File: config.mk
export PLATFORM = sky130hd
export DESIGN_NAME = control_unit
export DESIGN_NICKNAME = d
export VERILOG_FILES = /design/src/rtl/control_unit.sv
export SDC_FILE = /design/constraint.sdc
export NUM_CORES = 1
export LEC_CHECK = 0
export BUFFER_PORTS_ARGS = -buffer_cell sky130_fd_sc_hd__buf_2
export CAP_MARGIN = 40
export CORE_ASPECT_RATIO = 1.1
export CORE_MARGIN = 2
export CORE_UTILIZATION = 40
export CTS_CLUSTER_SIZE = 10
export DETAILED_ROUTE_END_ITERATION = 8
export HOLD_SLACK_MARGIN = 0.12
export MAX_ROUTING_LAYER = met4
export PLACE_DENSITY_LB_ADDON = 0.15
export RECOVER_POWER = 50
export REMOVE_ABC_BUFFERS = 1
export SETUP_SLACK_MARGIN = 0.2
export SLEW_MARGIN = 5
export SYNTH_ARGS = -nofsm -noshare
export SYNTH_HDL_FRONTEND = slang
export SYNTH_SLANG_ARGS = --single-unit
File: constraint.sdc
create_clock -name clk -period 0.8 [get_ports clk]
set_clock_uncertainty 0.05 [all_clocks]
set_input_delay 0 -clock clk [delete_from_list [all_inputs] [get_ports clk]]
set_output_delay 0 -clock clk [all_outputs]
set_load 0.01 [all_outputs]
File: src/rtl/control_unit.sv
// control_unit: registered MIPS main opcode decoder producing datapath control signals
module control_unit (
  input  logic       clk,
  input  logic       reset,
  input  logic [5:0] opcode,
  output logic       reg_dest,
  output logic       alu_src,
  output logic       mem_to_reg,
  output logic       reg_wrt,
  output logic       mem_read,
  output logic       mem_wrt,
  output logic       branch,
  output logic [1:0] alu_op,
  output logic       jump,
  output logic       jal,
  output logic       jr,
  output logic       bne,
  output logic       enable,
  output logic       ori,
  output logic       lui
);
  // control word layout:
  // {reg_dest, alu_src, mem_to_reg, reg_wrt, mem_read, mem_wrt, branch}_{alu_op}_{jump, jal, jr, bne, enable, ori, lui}
  localparam logic [15:0] CTRL_R   = 16'b1001000_10_0000100;
  localparam logic [15:0] CTRL_LW  = 16'b0111100_00_0000100;
  localparam logic [15:0] CTRL_SW  = 16'b0100010_00_0000100;
  localparam logic [15:0] CTRL_BEQ = 16'b0000001_01_0000100;
  localparam logic [15:0] CTRL_BNE = 16'b0000000_01_0001100;
  localparam logic [15:0] CTRL_J   = 16'b0000000_00_1000100;
  localparam logic [15:0] CTRL_JAL = 16'b0001000_00_1100100;
  localparam logic [15:0] CTRL_JR  = 16'b0000000_00_0010100;
  localparam logic [15:0] CTRL_ORI = 16'b0101000_11_0000110;
  localparam logic [15:0] CTRL_LUI = 16'b0101000_11_0000101;
  logic [15:0] ctrl_d, ctrl_q;
  // decode opcode; unrecognised opcodes yield an all-zero word so they never write state
  always_comb begin
    ctrl_d = '0;
    case (opcode)
      6'b000000: ctrl_d = CTRL_R;
      6'b100011: ctrl_d = CTRL_LW;
      6'b101011: ctrl_d = CTRL_SW;
      6'b000100: ctrl_d = CTRL_BEQ;
      6'b000101: ctrl_d = CTRL_BNE;
      6'b000010: ctrl_d = CTRL_J;
      6'b000011: ctrl_d = CTRL_JAL;
      6'b001000: ctrl_d = CTRL_JR;
      6'b001101: ctrl_d = CTRL_ORI;
      6'b001111: ctrl_d = CTRL_LUI;
      default:   ctrl_d = '0;
    endcase
  end
  // register the control word; reset wins so an undriven opcode during reset cannot leak out
  always_ff @(posedge clk) begin
    if (reset) ctrl_q <= '0;
    else       ctrl_q <= ctrl_d;
  end
  assign {reg_dest, alu_src, mem_to_reg, reg_wrt, mem_read, mem_wrt, branch,
          alu_op, jump, jal, jr, bne, enable, ori, lui} = ctrl_q;
endmodule

==> results.toml <==
[synth]
synth-seq-cells = 15
syn_avg_cell_area_um2 = 8.91
ys_async_sr_fraction = 0
ys_seq_area_frac = 0.503
synth-edff-count = 0
synth_top_area_cell = "dfxtp_1"
synth.top_cells.by_area = "dfxtp_1, nor2_1, nor3_2"
synthCells = 67
synth_common_cells = "dfxtp_1, nor2_1, nand2_1"
synth_area_um2 = 597
ys_types = 20
ys_warn_count = 0
synth_flop_cell = "dfxtp_1"
yosysTopAreaCellShare = 0.503
yosysMostFrequentCell = "dfxtp_1"

[floorplanning]
rows = 14
ioPinCount = 24
core_mm2 = 0.00138
die_width_um = 40.8
die_h_um = 44.5
dieArea_mm2 = 0.00182
initial_core_util = 0.431

[grt]
antenna_found_initial = 0
grt_max_degree = 12
grt.overflow.total = 0
grt_use_total = 0.157
grt_pass1_vias = 449
grt_first_pass_wirelength_um = 1830

[clock_network]
root_buffer = "clkbuf_4"
cts_sinks = 15
cts.path.max_buffers = 2
cts_buffers = 3
htreeDepth = 1
post_cts_buffers = 0
clkTransAtPathRegs_ns = 0.08
cts_tree = "built"

[layout]
drive_gt1_frac = 0.429
final.fill_count = 144
area.growth.synth_to_final_pct = 36.7
reg_top3 = "ctrl_q (15)"
stdcell_count = 114
diodes = 0
largest_reg_flops = 15
final_net_count = 107
finalInstanceArea_um2 = 816
top_register = "ctrl_q"

[timing]
tightest_slew_ns = 0.407
fin_crit_ns = 0.773
setup_ws_ns = 0.0271
fin_crit_sh = 0.966
final_max_slew_viol_count = 0
max_freq_mhz = 1290
whs_ns = -0.107
max_slew_margin = 0.729
setup_viol = 0
rsz0062_at_grt = "true"
hold_viol = 4

[route]
drt-pass1-iter-count = 3
vias_per_cell = 4.69
drc = 0
ant_nets = 0
drt_iter0_drc = 3
wl_per_cell_um = 9.54
vias = 535
routed_wl_um = 1090

[setup_path]
crit_chain = "buf_6"
crit_type = "flop to output pin"
path_buf_inv = 1
crit_required_ns = 0.75
critical_path_arrival_ns = 0.72
end_kind = "output pin"
cp_max_fo = 2
crit_slowest_cell = "dfxtp_2"
cpPeakStageDelay_ns = 0.35
path_delay_family = "flip-flops"
cp-start-kind = "flop"

[outcome]
status = "finished with violations"
violations = "negative hold slack"

[placement]
pre_cts_slack_ns = -0.0564
place_area_um2 = 763
hpwl_um = 877
routabilityCongestion = 0.824
io_buffer_count = 23
place_inst = 110

[min_path]
hold_path_class = "input port to flop"

[pwr]
p_leak_uw = 0.000364
swShare = 0.229
power.internal_uw = 1020
power_density_mw_per_mm2 = 1630
combPwrFrac = 0.124
seq_power_share = 0.571
peakVddDrop_mv = 0.942
power.switching_uw = 304
p_clk_frac = 0.306

[job]
maxCapViolCount = 0
-- worst paths after layout --
kind	from	end	slack, ns	depth (start not counted)
max	ctrl_q[13]	mem_read	0.03	1
min	opcode[4]	ctrl_q[10]	-0.11	2
-- cell type report --
class | count | area (µm²) | share of cell area
well taps | 16 | 20.0 | 0.0245
inverters | 2 | 7.51 | 0.00920
multi-input cells | 44 | 240 | 0.294
clock buffers | 4 | 26.3 | 0.0322
repair buffers | 33 | 215 | 0.264
flip-flops and latches | 15 | 307 | 0.376
-- stage by stage --
stage / utilization / total power (µW) / setup TNS (ns)
after global routing: 0.590 / 1430 / -0.0946
after detailed placement: 0.552 / 945 / -0.181
final: 0.590 / 1330 / 0
after global placement: 0.552 / 945 / -0.147
after floorplan: - / 843 / 0
after CTS: 0.580 / 1360 / 0
-- per-layer routing --
metal  vias up  global-route usage  part of all wire
li1        284                   -                 -
met1       234               0.213              0.48
met2        15               0.194              0.44
met3         2              0.0503             0.075
met4         0               0.100            0.0083
met5         -                   -                 0
-- cells in the final DEF, fill, tap and decap left out, types with 2 or more instances in the layout --
master	n
nor3_2	3
nor2_1	12
clkbuf_1	5
nor3_1	2
nand2_1	7
buf_4	7
buf_6	6
o21ai_0	2
a21oi_1	2
dfxtp_1	10
nand2b_1	3
buf_2	16
inv_1	2
dfxtp_2	5
clkbuf_4	3
nand3_1	5
-- power groups by stage --
stage	registers, µW	clock network [µW]	logic (µW)
after floorplan	780	0	62.9
after CTS	757	426	172
after global routing	759	487	185
final	757	406	164
after detailed placement	774	0	171
after global placement	774	0	171
-- logic make-up (layout without fill, tap and decap cells) --
kind of cell / count (synthesis) / in the layout / synth area share
buffers and inverters: 8 / 39 / 0.0860
flip-flops: 15 / 15 / 0.503
AND/OR/NAND/NOR: 35 / 35 / 0.308
AO/OA/AOI/OAI: 9 / 9 / 0.103
-- what timing repair did --
action	in CTS	in global routing
resized for setup	3	8
setup endpoints to repair	16	16
gates cloned	0	0
endpoints found under the hold margin	15	15
(Power assumes the default switching activity.)
